[config.mk]
export PLATFORM = sky130hd
export DESIGN_NAME = alu_arbiter
export DESIGN_NICKNAME = d
export VERILOG_FILES = /design/src/rtl/alu_arbiter.sv
export SDC_FILE = /design/constraint.sdc
export NUM_CORES = 1
export LEC_CHECK = 0
export CORE_UTILIZATION = 40
export DETAILED_ROUTE_END_ITERATION = 16
export PLACE_DENSITY = 0.63
export SYNTH_ARGS = -nofsm -noshare
export SYNTH_HDL_FRONTEND = slang
export SYNTH_SLANG_ARGS = --single-unit
export TNS_END_PERCENT = 100
[constraint.sdc]
create_clock -name clk -period 5.3 [get_ports clk]
set_input_delay 1.59 -clock clk [delete_from_list [all_inputs] [get_ports clk]]
set_output_delay 1.59 -clock clk [all_outputs]
set_load 0.005 [all_outputs]
[src/rtl/alu_arbiter.sv]
// -----------------------------------------------------------------------------
// alu_arbiter
//
// Shares one ALU between two requesters. Each requester has a valid/ready
// request channel (operands + command) and a valid/ready response channel.
// The block arbitrates, registers the winning operands, runs the ALU for one
// cycle, captures result and flags, then holds the response for the owner
// until it is consumed.
//
// Ports:
//   clk, reset          sole clock (rising edge), synchronous active-high reset
//   reqN_valid/ready    request handshake for requester N (N = 0, 1)
//   reqN_a, reqN_b      operands from requester N
//   reqN_cmd            ALU command: 0 ADD, 1 SUB, 2 XOR, 3 SLT,
//                       4 AND, 5 NAND, 6 NOR, 7 OR
//   rspN_valid/ready    response handshake for requester N
//   rsp_result          captured ALU result (shared by both response ports)
//   rsp_carryout/zero/overflow  captured ALU flags
//   busy                high whenever the arbiter is not idle
//
// Build option:
//   ALU_ARB_ROUND_ROBIN_EN  defined: round-robin priority between the ports.
//                           undefined: fixed priority, port 0 wins ties.
// -----------------------------------------------------------------------------

// Combinational 32-bit style ALU. ADD/SUB/SLT share one adder; SUB and SLT
// feed the inverted B operand with a carry-in of one. Carry and overflow are
// only meaningful for ADD and SUB and read as zero for the other commands.
module ALU #(
  parameter int WIDTH = 32
) (
  input  logic [WIDTH-1:0] operandA,
  input  logic [WIDTH-1:0] operandB,
  input  logic [2:0]       command,
  output logic [WIDTH-1:0] result,
  output logic             carryout,
  output logic             zero,
  output logic             overflow
);

  localparam logic [2:0] CMD_ADD  = 3'd0;
  localparam logic [2:0] CMD_SUB  = 3'd1;
  localparam logic [2:0] CMD_XOR  = 3'd2;
  localparam logic [2:0] CMD_SLT  = 3'd3;
  localparam logic [2:0] CMD_AND  = 3'd4;
  localparam logic [2:0] CMD_NAND = 3'd5;
  localparam logic [2:0] CMD_NOR  = 3'd6;
  localparam logic [2:0] CMD_OR   = 3'd7;

  logic             isSub;
  logic [WIDTH-1:0] addB;
  logic [WIDTH:0]   sum;
  logic             addOvf;

  assign isSub  = (command == CMD_SUB) || (command == CMD_SLT);
  assign addB   = isSub ? ~operandB : operandB;
  assign sum    = {1'b0, operandA} + {1'b0, addB} + {{WIDTH{1'b0}}, isSub};
  // Signed overflow: both adder inputs share a sign that the sum does not.
  assign addOvf = (operandA[WIDTH-1] == addB[WIDTH-1]) &&
                  (sum[WIDTH-1] != operandA[WIDTH-1]);

  always_comb begin
    result   = '0;
    carryout = 1'b0;
    overflow = 1'b0;
    case (command)
      CMD_ADD, CMD_SUB: begin
        result   = sum[WIDTH-1:0];
        carryout = sum[WIDTH];
        overflow = addOvf;
      end
      CMD_XOR:  result = operandA ^ operandB;
      // Sign of a-b corrected for overflow gives a true signed less-than.
      CMD_SLT:  result = {{(WIDTH-1){1'b0}}, sum[WIDTH-1] ^ addOvf};
      CMD_AND:  result = operandA & operandB;
      CMD_NAND: result = ~(operandA & operandB);
      CMD_NOR:  result = ~(operandA | operandB);
      CMD_OR:   result = operandA | operandB;
      default:  result = '0;
    endcase
  end

  assign zero = (result == '0);

endmodule

module alu_arbiter #(
  parameter int WIDTH = 32
) (
  input  logic             clk,
  input  logic             reset,
  input  logic             req0_valid,
  output logic             req0_ready,
  input  logic [WIDTH-1:0] req0_a,
  input  logic [WIDTH-1:0] req0_b,
  input  logic [2:0]       req0_cmd,
  input  logic             req1_valid,
  output logic             req1_ready,
  input  logic [WIDTH-1:0] req1_a,
  input  logic [WIDTH-1:0] req1_b,
  input  logic [2:0]       req1_cmd,
  output logic             rsp0_valid,
  input  logic             rsp0_ready,
  output logic             rsp1_valid,
  input  logic             rsp1_ready,
  output logic [WIDTH-1:0] rsp_result,
  output logic             rsp_carryout,
  output logic             rsp_zero,
  output logic             rsp_overflow,
  output logic             busy
);

  typedef enum logic [1:0] {IDLE, EXEC, RESP} state_e;

  state_e           state_q, state_d;
  logic             owner_q, owner_d;
  logic [WIDTH-1:0] a_q, a_d, b_q, b_d;
  logic [2:0]       cmd_q, cmd_d;
  logic [WIDTH-1:0] result_q, result_d;
  logic             carry_q, carry_d, zero_q, zero_d, ovf_q, ovf_d;
  logic [1:0]       rspValid_q, rspValid_d;
  logic             busy_q, busy_d;

  logic             anyReq, tieWinner, winner, transfer;
  logic [WIDTH-1:0] aluResult;
  logic             aluCarry, aluZero, aluOvf;

  ALU #(.WIDTH(WIDTH)) uAlu (
    .operandA (a_q),
    .operandB (b_q),
    .command  (cmd_q),
    .result   (aluResult),
    .carryout (aluCarry),
    .zero     (aluZero),
    .overflow (aluOvf)
  );

`ifdef ALU_ARB_ROUND_ROBIN_EN
  // ptr_q names the port that wins the next tie.
  logic ptr_q, ptr_d;
  assign tieWinner = ptr_q;
`else
  assign tieWinner = 1'b0;
`endif

  assign anyReq   = req0_valid || req1_valid;
  assign winner   = (req0_valid && req1_valid) ? tieWinner : req1_valid;
  assign transfer = (state_q == RESP) && (owner_q ? rsp1_ready : rsp0_ready);

  // Ready is withheld during reset so no requester sees a handshake that the
  // arbiter is about to discard.
  assign req0_ready = !reset && (state_q == IDLE) && anyReq && !winner;
  assign req1_ready = !reset && (state_q == IDLE) && anyReq &&  winner;

  assign rsp0_valid   = rspValid_q[0];
  assign rsp1_valid   = rspValid_q[1];
  assign rsp_result   = result_q;
  assign rsp_carryout = carry_q;
  assign rsp_zero     = zero_q;
  assign rsp_overflow = ovf_q;
  assign busy         = busy_q;

  always_comb begin
    state_d    = state_q;
    owner_d    = owner_q;
    a_d        = a_q;
    b_d        = b_q;
    cmd_d      = cmd_q;
    result_d   = result_q;
    carry_d    = carry_q;
    zero_d     = zero_q;
    ovf_d      = ovf_q;
    rspValid_d = rspValid_q;
`ifdef ALU_ARB_ROUND_ROBIN_EN
    ptr_d      = ptr_q;
`endif
    case (state_q)
      IDLE: begin
        if (anyReq) begin
          state_d = EXEC;
          owner_d = winner;
          a_d     = winner ? req1_a   : req0_a;
          b_d     = winner ? req1_b   : req0_b;
          cmd_d   = winner ? req1_cmd : req0_cmd;
        end
      end
      EXEC: begin
        result_d   = aluResult;
        carry_d    = aluCarry;
        zero_d     = aluZero;
        ovf_d      = aluOvf;
        rspValid_d = owner_q ? 2'b10 : 2'b01;
        state_d    = RESP;
      end
      RESP: begin
        if (transfer) begin
          rspValid_d = 2'b00;
          state_d    = IDLE;
`ifdef ALU_ARB_ROUND_ROBIN_EN
          // The port just served drops to lowest priority.
          ptr_d      = ~owner_q;
`endif
        end
      end
      default: state_d = IDLE;
    endcase
    busy_d = (state_d != IDLE);
  end

  always_ff @(posedge clk) begin
    if (reset) begin
      state_q    <= IDLE;
      owner_q    <= 1'b0;
      a_q        <= '0;
      b_q        <= '0;
      cmd_q      <= '0;
      result_q   <= '0;
      carry_q    <= 1'b0;
      zero_q     <= 1'b0;
      ovf_q      <= 1'b0;
      rspValid_q <= 2'b00;
      busy_q     <= 1'b0;
    end else begin
      state_q    <= state_d;
      owner_q    <= owner_d;
      a_q        <= a_d;
      b_q        <= b_d;
      cmd_q      <= cmd_d;
      result_q   <= result_d;
      carry_q    <= carry_d;
      zero_q     <= zero_d;
      ovf_q      <= ovf_d;
      rspValid_q <= rspValid_d;
      busy_q     <= busy_d;
    end
  end

`ifdef ALU_ARB_ROUND_ROBIN_EN
  always_ff @(posedge clk) begin
    if (reset) ptr_q <= 1'b0;
    else       ptr_q <= ptr_d;
  end
`endif

endmodule

# Word level (Yosys, flattened, before mapping)
# Cells that the tools add are included.
dict set report classes {
  add_sub_neg 2
  n_mul 0
  div 0
  order_cmp 0
  n_eq_ne 12
  shift 0
  muxes 15
  bitwise 7
  n_reduce_logical 19
}
# cell n
set op_table {}
lappend op_table {{$pmux W32 S7} 1}
lappend op_table {{$mux W32} 3}
lappend op_table {{$not A32 Y32} 3}
lappend op_table {{$add A32 B32 Y33} 1}
lappend op_table {{$add A33 B1 Y33} 1}
lappend op_table {{$and A32 B32 Y32} 1}
lappend op_table {{$logic_not A32 Y1} 1}
lappend op_table {{$or A32 B32 Y32} 1}
lappend op_table {{$xor A32 B32 Y32} 1}
lappend op_table {{$eq A3 B3 Y1 const B} 4}
lappend op_table {{$mux W2} 4}
lappend op_table {{$logic_and A1 B1 Y1} 7}
lappend op_table {{$eq A3 B2 Y1 const B} 2}
lappend op_table {{$pmux W2 S3} 1}
lappend op_table {{$mux W1} 4}
lappend op_table {{$pmux W2 S2} 1}
lappend op_table {{$reduce_and A2 Y1} 2}
lappend op_table {{$reduce_bool A2 Y1} 2}
lappend op_table {{$eq A3 B1 Y1 const B} 1}
lappend op_table {{$logic_not A3 Y1} 1}
lappend op_table {{$mux W3} 1}
lappend op_table {{$eq A2 B1 Y1 const B} 1}
lappend op_table {{$eq A2 B2 Y1 const B} 1}
lappend op_table {{$logic_not A1 Y1} 2}
lappend op_table {{other kinds (7)} 8}
dict set report word_totals {
  register_bits 108
  latchBits 0
  ramBits 0
  mem_bits_ro 0
  in_bits 140
  out_inout_bits 40
  word_cells 66
  mem_count 0
}

# Longest topological paths before layout
dict set report depth {
  word_depth 10
  depth_mapped 19
  depth_no_buf 14
}

# Modules after synthesis
# A second synthesis with hierarchy kept.
dict set report hier_totals {
  cells_unflattened 1066
  hier_area_um2 8911.0
}
# mod instances cells_each area_per_inst_um2 seq_area_each_um2
set by_module_without_submodules {}
lappend by_module_without_submodules {ALU 1 661 4674.5 0.0}
lappend by_module_without_submodules {alu_arbiter 1 405 4236.6 2162.1}

# Worst setup path before layout
# Ideal clock, no wire load.
dict set report synth_path {
  path_kind {flip-flop to flip-flop}
  startpoint {register cmd_q[2]}
  endpoint {register zero_q, in the netlist rsp_zero}
  arrival_ns 4.432
  required_ns 5.216
  slack_ns 0.783
  path_stages_with_launch 20
  n_path_buf 6
  path_cell_list {dfxtp_1 > buf_2 > clkbuf_1 > clkbuf_1 > nand2b_1 > clkbuf_1 > buf_1 > xnor2_1 > ha_1 > buf_2 > nand4_1 > or2_2 > a2bb2oi_1 > a211oi_1 > mux2_2 > nor3_1 > o2111ai_1 > nor4_2 > nand4_1 > o31ai_2}
}
dict set report synth_between {
  elab_chain_cells 10
  word_cells_on_any_way 19
  cone_classes {2 x add/sub; 9 x eq/ne; 2 x mux; 1 x bitwise; 5 x reduce/logical}
}
# element line_no
set synth_rtl {}
lappend synth_rtl {{start, declared} 118} ;# logic [2:0] cmd_q, cmd_d;
lappend synth_rtl {{start signal, assigned} 228} ;# cmd_q <= cmd_d;
lappend synth_rtl {{$eq A3 B1 Y1 / $eq A3 B2 Y1 (equally long branches)} {55, 66}}
lappend synth_rtl {{$logic_or A1 B1 Y1} 55} ;# assign isSub = (command == CMD_SUB) || (command == CMD_SLT);
lappend synth_rtl {{$mux W32} 56} ;# assign addB = isSub ? ~operandB : operandB;
lappend synth_rtl {{$add A32 B32 Y33} 57} ;# assign sum = {1'b0, operandA} + {1'b0, addB} + {{WIDTH{1'b0}}, isSub};
lappend synth_rtl {{$add A33 B1 Y33} 57}
lappend synth_rtl {{$ne A1 B1 Y1} 60} ;# (sum[WIDTH-1] != operandA[WIDTH-1]);
lappend synth_rtl {{$logic_and A1 B1 Y1} 59} ;# assign addOvf = (operandA[WIDTH-1] == addB[WIDTH-1]) &&
lappend synth_rtl {{$xor A1 B1 Y1} 74} ;# CMD_SLT: result = {{(WIDTH-1){1'b0}}, sum[WIDTH-1] ^ addOvf};
lappend synth_rtl {{$pmux W32 S7 (*)} 66} ;# case (command)
lappend synth_rtl {{$logic_not A32 Y1 (*)} 83} ;# assign zero = (result == '0);
lappend synth_rtl {{end signal, assigned} 231} ;# zero_q <= zero_d;
lappend synth_rtl {{end, declared} 120} ;# logic carry_q, carry_d, zero_q, zero_d, ovf_q, ovf_d;
# Every way passes the cells marked *; elsewhere a longest branch is shown, timed or not.
# A chain may end at the register's enable or synchronous reset.

# Worst setup path after layout
dict set report layout_path {
  startpoint {input port req1_valid}
  endpoint {output port req1_ready}
}
dict set report layout_between {
  elab_chain_cells 3
  word_cells_on_any_way 5
  cone_classes {1 x mux; 4 x reduce/logical}
}
# element line_no
set layout_rtl {}
lappend layout_rtl {{start, declared} 97} ;# input logic req1_valid,
lappend layout_rtl {{$logic_and A1 B1 Y1 / $logic_or A1 B1 Y1 (equally long branches)} {147, 146}}
lappend layout_rtl {{$mux W1 / $logic_and A1 B1 Y1 (equally long branches)} {147, 153}}
lappend layout_rtl {{$logic_and A1 B1 Y1 (*)} 153} ;# assign req1_ready = !reset && (state_q == IDLE) && anyReq && winner;
lappend layout_rtl {{end, declared} 98} ;# output logic req1_ready,
# Marks and branches as above.

==> impl_metrics.ini <==
[run_status]
outcome = finished, final reports clean

[floorplan]
start_util_pct = 41.0
num_rows = 53
die_w_um = 149
ios = 180
die_y_um = 149
fp.coreArea_um2 = 21200
die_area_um2 = 22300

[timing]
period_share_pct = 92.1
grt_setup_unrepaired = false
fin_tns_setup_ns = 0
skew_ns = 0.00931
drv_slew = 0
hold_viol = 0
fin_crit_ns = 4.88
finalSetupViolCount = 0
fin_hold_ws_ns = 0.453
tightest_slew_ns = 1.09
layout_setup_ws_ns = 0.420
fmax_ghz = 0.205
slew_headroom_pct = 27.2

[placed_design]
placed_area_um2 = 10600
place_ws_ns = 0.409
dp.cells = 1479
dp_hpwl_mm = 20.1
place_congestion = 0.935
portBuffers = 179

[route]
via_count = 8406
wl_per_cell_um = 17.5
drc = 0
drt_pass1_iterations = 9
ant_nets = 0
wirelength_mm = 26.2
drt_iter0_drc = 828
viasPerCell = 5.62

[hold_path]
hold_class = register to register

[global_routing]
grt_pass1_wl_mm = 41.4
grt_max_degree = 69
antenna_found_initial = 0
grt_use_total_pct = 23.7
grt-ovfl-total = 0
grt_pass1_vias = 7712

[clocking]
clock_sinks = 108
cts.path.max_buffers = 2
ctsResizeCount = 0
h-tree-depth = 3
root_buffer = clkbuf_16
cts_buffers = 9
path_clk_slew_ns = 0.07
cts_tree = done
postCtsHoldBufs = 0
postCtsSetupBuffers = 0
insertion_delay_ns = 0.37

[final_layout]
fin_nets = 1451
stdcell_area_um2 = 10900
final_core_util_pct = 51.6
drive_gt1_share_pct = 3.93
final_cells = 1495
diodes = 0
syn2layout_area_growth_pct = 26.0

[setup_path]
r2r_cells = 13
crit_path_end_kind = output port
rrSetupSlack_ns = 1.04
rr_endpoint = rsp_zero$_SDFFE_PP0P_
cp-start-kind = primary input
rr_startpoint = cmd_q[2]$_SDFFE_PP0P_
cp_max_fo = 3
crit_arrival_ns = 3.29
critPathCapture = req1_ready
critPathKind = primary input to output port
crit_required_ns = 3.71
cp-startpoint = req1_valid

[synth]
async_flop_share_pct = 0
synth_top_area_share_pct = 24.9
syn_area_per_cell_um2 = 7.97
synth-seq-cells = 108
ys_types = 69
synth_area_um2 = 8670
yosysTopAreaCell = dfxtp_1
synthFlopType = dfxtp_1
synthCells = 1088
yosysWarnings = 0
ys_seq_area_share_pct = 24.9
synth_nets = 1324
synth_edf_count = 0
yosys-top-cells-area = dfxtp_1 25%, ha_1 14%, a222oi_1 8.0%

[power]
power.total_mw = 2.90
leakage_nw = 4.56
ir_worst_vdd_v = 0.000160
power_density_nw_per_um2 = 265

[flow_run]
max_cap_violations = 0
==> sequential cells by signal, summed over array words and instances, names as in the netlist, 2 cells and up <==
register	flops
a_q	32
b_q	32
cmd_q	3
rspValid_q	2
rsp_result	32
state_q	2
==> worst max-delay path, stage by stage <==
cell,delay (ns)
clkdlybuf4s50_1,0.51
nor2_1,0.07
nor4_1,0.29
and3b_2,0.30
clkdlybuf4s50_1,0.52
==> cell type report <==
type / instances / area, um2
repair buffers: 194 / 1900
multi-input cells: 760 / 5680
flip-flops and latches: 108 / 2160
well taps: 275 / 344
clock inverters: 5 / 61.3
fillers: 2082 / 10200
inverters: 142 / 533
clock buffers: 11 / 233
==> cell usage after synthesis, types with 5 or more instances <==
master / instances
xnor2_1: 78
o21a_1: 6
a31oi_1: 7
a21oi_1: 85
a22oi_1: 6
a211oi_1: 16
o22ai_1: 15
a21boi_0: 14
inv_1: 141
nand3_1: 11
nor2b_1: 6
nand4_1: 12
dfxtp_1: 108
and3_1: 8
or3_1: 6
o31ai_1: 6
a222oi_1: 69
o21bai_1: 5
nor3_1: 24
buf_1: 8
nand2_1: 66
buf_2: 14
o21ai_0: 30
nand2b_1: 6
clkbuf_1: 54
nor2_1: 68
o211ai_1: 8
nor4_1: 6
ha_1: 95
mux2i_1: 17
xor2_1: 22
==> per-layer routing <==
layer  part of all wire (%)  track usage, %
met1                     50            35.8
met2                     41            33.4
met3                    6.8            3.49
met4                    2.1            8.37
met5                      0               0
==> power breakdown <==
group          leakage [nW]  internal [mW]  switching, mW  total, mW
Combinational          3.54          0.552          0.656       1.21
Clock                 0.138          0.370          0.325      0.695
Sequential            0.888          0.891          0.104      0.995
==> cell families (layout without fill, tap and decap cells) <==
family / after synthesis / after routing / share of synthesized area [%]
AO/OA/AOI/OAI: 306 / 306 / 25.6
AND/OR/NAND/NOR: 239 / 239 / 13.4
buffers and inverters: 220 / 352 / 9.78
flip-flops: 108 / 108 / 24.9
XOR/XNOR: 100 / 100 / 10.1
adder cells (fa/ha/maj): 96 / 96 / 13.9
multiplexers: 19 / 19 / 2.22
==> cell usage in the layout (no fill, tap or decap), types with 6 or more instances in the layout <==
cell             Yosys  routed
a211oi_1            16      16
a21boi_0            14      14
a21oi_1             85      85
a222oi_1            69      69
a22oi_1              6       6
a31oi_1              7       7
and3_1               8       8
buf_4                1      15
clkbuf_16            0       9
clkdlybuf4s50_1      0     179
dfxtp_1            108     106
ha_1                95      95
inv_1              141     141
mux2i_1             17      17
nand2_1             66      66
nand3_1             11      11
nand4_1             12      12
nor2_1              68      66
nor3_1              24      24
nor4_1               6       6
o211ai_1             8       8
o21a_1               6       6
o21ai_0             30      30
o22ai_1             15      15
o31ai_1              6       6
or3_1                6       6
xnor2_1             78      78
xor2_1              22      22
==> worst min path at each step <==
stage                              start                   endpoint  slack [ns]  cells after the start
2_1_floorplan  rsp_carryout$_SDFFE_PP0P_  rsp_carryout$_SDFFE_PP0P_        0.45                      2
3_3_place_gp   rsp_carryout$_SDFFE_PP0P_  rsp_carryout$_SDFFE_PP0P_        0.44                      2
3_5_place_dp   rsp_carryout$_SDFFE_PP0P_  rsp_carryout$_SDFFE_PP0P_        0.45                      2
4_1_cts        rsp_carryout$_SDFFE_PP0P_  rsp_carryout$_SDFFE_PP0P_        0.46                      2
5_1_grt        rsp_carryout$_SDFFE_PP0P_  rsp_carryout$_SDFFE_PP0P_        0.47                      2
6_report       rsp_carryout$_SDFFE_PP0P_  rsp_carryout$_SDFFE_PP0P_        0.45                      2
Note: power is estimated with default switching activity, not from simulation.
